## src/rtl/bit_logic_pipe.sv

```systemverilog
// bit_logic_pipe: two-stage valid/ready pipeline applying a per-bit logic
// function (AND / OR / XOR / NAND) to two WIDTH-bit operands.
// Stage 1 captures the request; stage 2 computes and registers the result.
// Optional feature: define BIT_LOGIC_PIPE_ZERO_FLAG_EN to add the registered
// 'zero' output (result is all zeros), held at 1 while in reset.
module bit_logic_pipe #(
  parameter int WIDTH = 8
) (
  input  logic             clk,
  input  logic             rst,
  input  logic [WIDTH-1:0] A,
  input  logic [WIDTH-1:0] B,
  input  logic [1:0]       op,
  input  logic             in_valid,
  output logic             in_ready,
  output logic [WIDTH-1:0] out,
  output logic             out_valid,
  input  logic             out_ready
`ifdef BIT_LOGIC_PIPE_ZERO_FLAG_EN
  ,
  output logic             zero
`endif
);

  localparam logic [1:0] OP_AND  = 2'b00;
  localparam logic [1:0] OP_OR   = 2'b01;
  localparam logic [1:0] OP_XOR  = 2'b10;
  localparam logic [1:0] OP_NAND = 2'b11;

  logic [WIDTH-1:0] a_q, a_d;
  logic [WIDTH-1:0] b_q, b_d;
  logic [1:0]       op_q, op_d;
  logic             s1_valid_q, s1_valid_d;
  logic [WIDTH-1:0] out_q, out_d;
  logic             out_valid_q, out_valid_d;
  logic [WIDTH-1:0] result;
  logic             s1_load;
  logic             s2_load;
`ifdef BIT_LOGIC_PIPE_ZERO_FLAG_EN
  logic             zero_q, zero_d;
`endif

  // Handshake: stage 2 advances when its slot is free or being drained;
  // stage 1 advances when empty or when stage 2 takes its contents.
  always_comb begin
    s2_load  = !out_valid_q || out_ready;
    s1_load  = !s1_valid_q || s2_load;
    in_ready = s1_load;
  end

  // Per-bit logic function of the stage-1 contents.
  always_comb begin
    result = '0;
    case (op_q)
      OP_AND:  result = a_q & b_q;
      OP_OR:   result = a_q | b_q;
      OP_XOR:  result = a_q ^ b_q;
      OP_NAND: result = ~(a_q & b_q);
      default: result = '0;
    endcase
  end

  // Stage 1 next state: operands only change when a request is captured.
  always_comb begin
    a_d        = a_q;
    b_d        = b_q;
    op_d       = op_q;
    s1_valid_d = s1_valid_q;
    if (s1_load) begin
      s1_valid_d = in_valid;
      if (in_valid) begin
        a_d  = A;
        b_d  = B;
        op_d = op;
      end
    end
  end

  // Stage 2 next state: an empty stage 1 clears valid but keeps the old data.
  always_comb begin
    out_d       = out_q;
    out_valid_d = out_valid_q;
`ifdef BIT_LOGIC_PIPE_ZERO_FLAG_EN
    zero_d      = zero_q;
`endif
    if (s2_load) begin
      out_valid_d = s1_valid_q;
      if (s1_valid_q) begin
        out_d = result;
`ifdef BIT_LOGIC_PIPE_ZERO_FLAG_EN
        zero_d = (result == '0);
`endif
      end
    end
  end

  // Pipeline registers; reset discards anything in flight.
  always_ff @(posedge clk or posedge rst) begin
    if (rst) begin
      a_q         <= '0;
      b_q         <= '0;
      op_q        <= 2'b00;
      s1_valid_q  <= 1'b0;
      out_q       <= '0;
      out_valid_q <= 1'b0;
`ifdef BIT_LOGIC_PIPE_ZERO_FLAG_EN
      zero_q      <= 1'b1;
`endif
    end else begin
      a_q         <= a_d;
      b_q         <= b_d;
      op_q        <= op_d;
      s1_valid_q  <= s1_valid_d;
      out_q       <= out_d;
      out_valid_q <= out_valid_d;
`ifdef BIT_LOGIC_PIPE_ZERO_FLAG_EN
      zero_q      <= zero_d;
`endif
    end
  end

  // Outputs come straight from registers.
  always_comb begin
    out       = out_q;
    out_valid = out_valid_q;
`ifdef BIT_LOGIC_PIPE_ZERO_FLAG_EN
    zero      = zero_q;
`endif
  end

endmodule

```

## config.mk

```make
export PLATFORM = sky130hd
export DESIGN_NAME = bit_logic_pipe
export DESIGN_NICKNAME = d
export VERILOG_FILES = /design/src/rtl/bit_logic_pipe.sv
export SDC_FILE = /design/constraint.sdc
export NUM_CORES = 1
export LEC_CHECK = 0
export BUFFER_PORTS_ARGS = -buffer_cell sky130_fd_sc_hd__buf_2
export CAP_MARGIN = 15
export CORE_ASPECT_RATIO = 1.1
export CORE_MARGIN = 3
export CORE_UTILIZATION = 49
export CTS_CLUSTER_SIZE = 40
export DETAILED_ROUTE_END_ITERATION = 8
export GPL_ROUTABILITY_DRIVEN = 0
export GPL_TIMING_DRIVEN = 0
export PLACE_DENSITY = 0.75
export SYNTH_ARGS = -nofsm -noshare
export SYNTH_HDL_FRONTEND = slang
export SYNTH_SLANG_ARGS = --single-unit
```

## constraint.sdc

```tcl
create_clock -name clk -period 1.3 [get_ports clk]
set_clock_uncertainty 0.15 [all_clocks]
set_input_delay 0.13 -clock clk [delete_from_list [all_inputs] [get_ports clk]]
set_output_delay 0.13 -clock clk [all_outputs]
set_load 0.03 [all_outputs]
```

After elaboration in Yosys (flattened, before gate mapping)
Index checks and enable logic that the tools add are counted.
{"block": "word_totals", "reg_bits": 28, "latch_bits": 0, "ram_bits": 0, "rom_bits": 0, "elab_cells": 21, "memories": 0}
{"block": "classes", "n_addsub": 0, "multipliers": 0, "div_mod_pow": 0, "magnitude_cmp": 0, "eq_ne": 3, "n_shift": 0, "muxes": 1, "bitwise": 4, "reduce_logical": 7}
{"op": "one-hot mux 8 bit (4 select lines)", "n": 1}
{"op": "bitwise AND 8 bit", "n": 1}
{"op": "NOT 8 bit", "n": 1}
{"op": "OR 8 bit", "n": 1}
{"op": "bitwise XOR 8 bit", "n": 1}
{"op": "equality test 2 bit (second input constant)", "n": 2}
{"op": "AND reduction 2 bit", "n": 2}
{"op": "equality test 2 x 1 -> 1 bit (second input constant)", "n": 1}
{"op": "logical NOT 1 bit", "n": 2}
{"op": "logical NOT 2 bit", "n": 1}
{"op": "logical OR 1 bit", "n": 2}

Longest topological paths before layout
{"block": "depth", "ltp_word": 4, "depth_mapped": 5}

Worst setup path after synthesis
Ideal clock, no wire load.
{"block": "synth_path", "path_kind": "register to register", "start": "reg out_valid_q, in the netlist out_valid", "end": "reg a_q[0]", "setup_ns": 0.125, "arrival_time_ns": 1.440, "t_required_ns": 1.025, "setup_slack_ns": -0.415, "path_stages_with_launch": 5, "n_path_buf": 1, "cell_sequence": "dfrtp_1 > nand3b_4 > nand2_2 > buf_6 > mux2_2"}
{"block": "synth_via", "elab_chain_cells": 4}
{"item": "from (decl)", "line": "35", "rtl": "logic out_valid_q, out_valid_d;"}
{"item": "from (signal assigned)", "line": "115", "rtl": "out_valid_q <= out_valid_d;"}
{"item": "logical NOT 1 bit", "line": "46", "rtl": "s2_load = !out_valid_q || out_ready;"}
{"item": "logical OR 1 bit", "line": "46"}
{"item": "logical OR 1 bit", "line": "47", "rtl": "s1_load = !s1_valid_q || s2_load;"}
{"item": "named net in_ready", "line": "15", "rtl": "output logic in_ready,"}
{"item": "AND reduction 2 bit (no source line)"}
{"item": "to (signal assigned)", "line": "100", "rtl": "a_q <= '0;"}
{"item": "to (signal assigned)", "line": "110", "rtl": "a_q <= a_d;"}
{"item": "to (decl)", "line": "30", "rtl": "logic [WIDTH-1:0] a_q, a_d;"}
The timed path passes the listed nets, and every way through them passes these cells.
A chain may end at the register's enable or synchronous reset.

Worst setup path after layout
{"block": "layout_path", "start": "reg a_q[0]", "end": "reg out_q[0], in the netlist out[0]"}
{"block": "layout_via", "elab_chain_cells": 3}
{"item": "bitwise AND 8 bit", "line": "55, 58"}
{"item": "NOT 8 bit", "line": "58", "rtl": "OP_NAND: result = ~(a_q & b_q);"}
{"item": "one-hot mux 8 bit (4 select lines) *", "line": "54", "rtl": "case (op_q)"}
{"item": "to (signal assigned)", "line": "114", "rtl": "out_q <= out_d;"}
{"item": "to (decl)", "line": "34", "rtl": "logic [WIDTH-1:0] out_q, out_d;"}
Mark *: on every way between the ends. The rest lies on a longest branch, timed or not.

==> results.toml <==
[outcome]
violations = "negative hold slack, negative setup slack"
status = "complete, but fails checks"

[finish]
syn2layout_area_growth_pct = 46.70
drive_gt1_share_pct = 49.23
nets = 234
stdcell_count = 229
layout_common_cells = "buf_2 (29), dfrtp_1 (27), mux2_4 (20), dlygate4sd3_1 (20), inv_1 (17)"
layout_commonest_cell = "buf_2"
antennaDiodeCount = 0

[route]
drt_iter0_markers = 24
wirelength_mm = 3.340
drt_first_pass_iters = 3
drtAntennaViolNets = 0
vias_per_cell = 4.878
drc_errors = 0
post_drt_wl_per_cell_um = 14.59
vias = 1117

[die]
core-area_mm2 = 0.003100
die-width_um = 60.66
die-area_mm2 = 0.004011
die_height_um = 66.13
fp-row-count = 21
start_util_pct = 51.94
ioPinCount = 32

[global_routing]
overflow = 0
grt_pass1_wl_mm = 5.306
grt_usage_pct = 17.98
grt_pass1_vias = 1148
grt_max_degree = 29
antenna_found_initial = 0

[timing]
fin_crit_ns = 1.488
setup_viol = 27
fmax_mhz = 672.1
max_slew.worst_pin.slew_ns = 0.5923
finalHoldWorstSlack_ns = -0.03930
slew_headroom_pct = 60.47
slew_viol_final = 0
setup_ws_ns = -0.1879
rsz0062_at_grt = "yes"
timing.final.hold_violations = 1
min_period_over_period_pct = 114.5

[cts]
clkTransAtPathRegs_ns = 0.14
cts_tree = "yes"
clock_sinks = 28
root_buffer = "clkbuf_4"
cts_buffers = 3
htree_levels = 1
cts.path.max_buffers = 2
worstSkewPairLatency_ns = 0.33

[setup_path]
crit_end = "out[0]$_DFFE_PP0P_"
max_stage_delay_ns = 0.41
cp_cell_sequence = "inv_1 > ha_1 > mux2i_1 > mux2i_1 > mux2_2"
path_delay_family = "multiplexers"
crit_path_frequent_cell = "mux2i_1"
worstPathRequired_ns = 1.37
criticalPathCategory = "flip-flop to flip-flop"
r2r_end = "out[0]$_DFFE_PP0P_"
r2r-start = "a_q[0]$_DFFE_PP0P_"
worstSetupEndpointType = "flip-flop"
reg2reg_depth = 5
r2r_slack_ns = -0.19
startpoint = "a_q[0]$_DFFE_PP0P_"
slowest_stage = "dfrtp_1"
cp_max_fo = 3
cp_num_buf_inv = 1
cp-start-kind = "flip-flop"
worstPathArrival_ns = 1.56
critical_path_depth = 5

[synthesis]
syn_area_per_cell_um2 = 13.31
ys_ff_latch = 28
synth_cell_types = 13
syn-instance-count = 121
yosysWarningCount = 0
ys_seq_area_share_pct = 43.51
synth_area_mm2 = 0.001610
syn-num-nets = 159

[placed_design]
dp_cells = 186
dp_hpwl_mm = 2.066
port_buffers = 31

[worst_hold_path]
hp-class = "input port to flip-flop"

[power_and_ir_drop]
p_per_area_mw_per_mm2 = 1257
leakage_uw = 0.001264
ir_drop_mv = 0.6287

[job]
max-cap-violations = 0
## worst reg2reg max path, cell delays in order (launching register included)
cell	delay [ns]
dfrtp_1	0.41
inv_1	0.06
ha_1	0.28
mux2i_1	0.16
mux2i_1	0.08
mux2_2	0.26
## registers in the layout, indices dropped and copies added, names as in the netlist
signal,cells
a_q,8
out_valid,1
out,8
s1_valid_q,1
op_q,2
b_q,8
## cells by family (layout without fill, tap and decap cells)
kind of cell | after synthesis | after routing | share of synthesized area (%)
buffers and inverters | 21 | 95 | 7.071
adder cells (fa/ha/maj) | 16 | 16 | 12.43
multiplexers | 50 | 50 | 33.95
flip-flops | 28 | 28 | 43.51
AND/OR/NAND/NOR | 6 | 6 | 3.031
## Yosys cell counts
cell	instances	share of area [%]
mux2i_1	16	9.9
inv_1	17	4.0
nand2_1	1	0.23
nand2b_1	3	1.2
nand2_2	1	0.39
buf_4	1	0.47
nand3b_4	1	1.2
buf_12	1	1.2
mux2_2	33	23
ha_1	16	12
mux2_4	1	0.93
dfrtp_1	28	44
buf_6	2	1.4
## worst min-delay path by stage
stage                   start  slack (ns)               endpoint  depth (start not counted)
finish              out_ready       -0.04  out_valid$_DFFE_PP0P_                          3
global placement         B[3]        0.21     b_q[3]$_DFFE_PP0P_                          2
detailed placement      op[0]        0.22    op_q[0]$_DFFE_PP0P_                          2
floorplan                 rst        0.05     a_q[0]$_DFFE_PP0P_                          1
global route        out_ready       -0.05  out_valid$_DFFE_PP0P_                          3
CTS                       rst       -0.07     b_q[1]$_DFFE_PP0P_                          2
## cell type report
type	instances	area, um^2
well taps	34	42.54
clock buffers	4	36.28
plain buffers	4	58.81
inverters	17	63.81
multi-input cells	72	883.3
fillers	209	738.2
repair buffers	70	575.6
flip-flops and latches	28	701.9
## metal layers
| metal | track usage (%) | wire (um) | vias up |
|---|---|---|---|
| li1 | - | - | 551 |
| met1 | 22.55 | 1458 | 547 |
| met2 | 31.68 | 1776 | 17 |
| met3 | 2.734 | 92 | 2 |
| met4 | 4.336 | 13 | 0 |
| met5 | 0 | 0 | - |
## timing repair
action,in CTS,in global routing
setup endpoints to repair,27,28
buffers inserted,10,7
hold endpoints to repair,48,14
gates cloned,1,0
gates resized for setup,13,4
hold buffers,19,1
pin swaps,3,4
## per-stage QoR
| stage | setup slack, ns | total power, uW | instance area [um^2] | setup TNS, ns | utilization [%] |
|---|---|---|---|---|---|
| 2_1_floorplan | -0.2271 | 2026 | 1660 | -3.584 | - |
| 3_3_place_gp | -0.1269 | 2257 | 1858 | -2.094 | 59.93 |
| 3_5_place_dp | -0.1716 | 2317 | 1858 | -2.988 | 59.93 |
| 4_1_cts | -0.1884 | 2925 | 2262 | -2.436 | 72.96 |
| 5_1_grt | -0.2552 | 3168 | 2362 | -3.452 | 76.19 |
| 6_report | -0.1879 | 2969 | 2362 | -2.358 | 76.19 |
## where the power goes
group	leakage [uW]	switching, uW	internal (uW)	total (uW)
Combinational	0.000921	627	719	1350
Clock	0.0000210	260	171	431
Sequential	0.000322	126	1070	1190
Total	0.00126	1010	1960	2970
No activity file was read; power rests on OpenSTA's default activity.
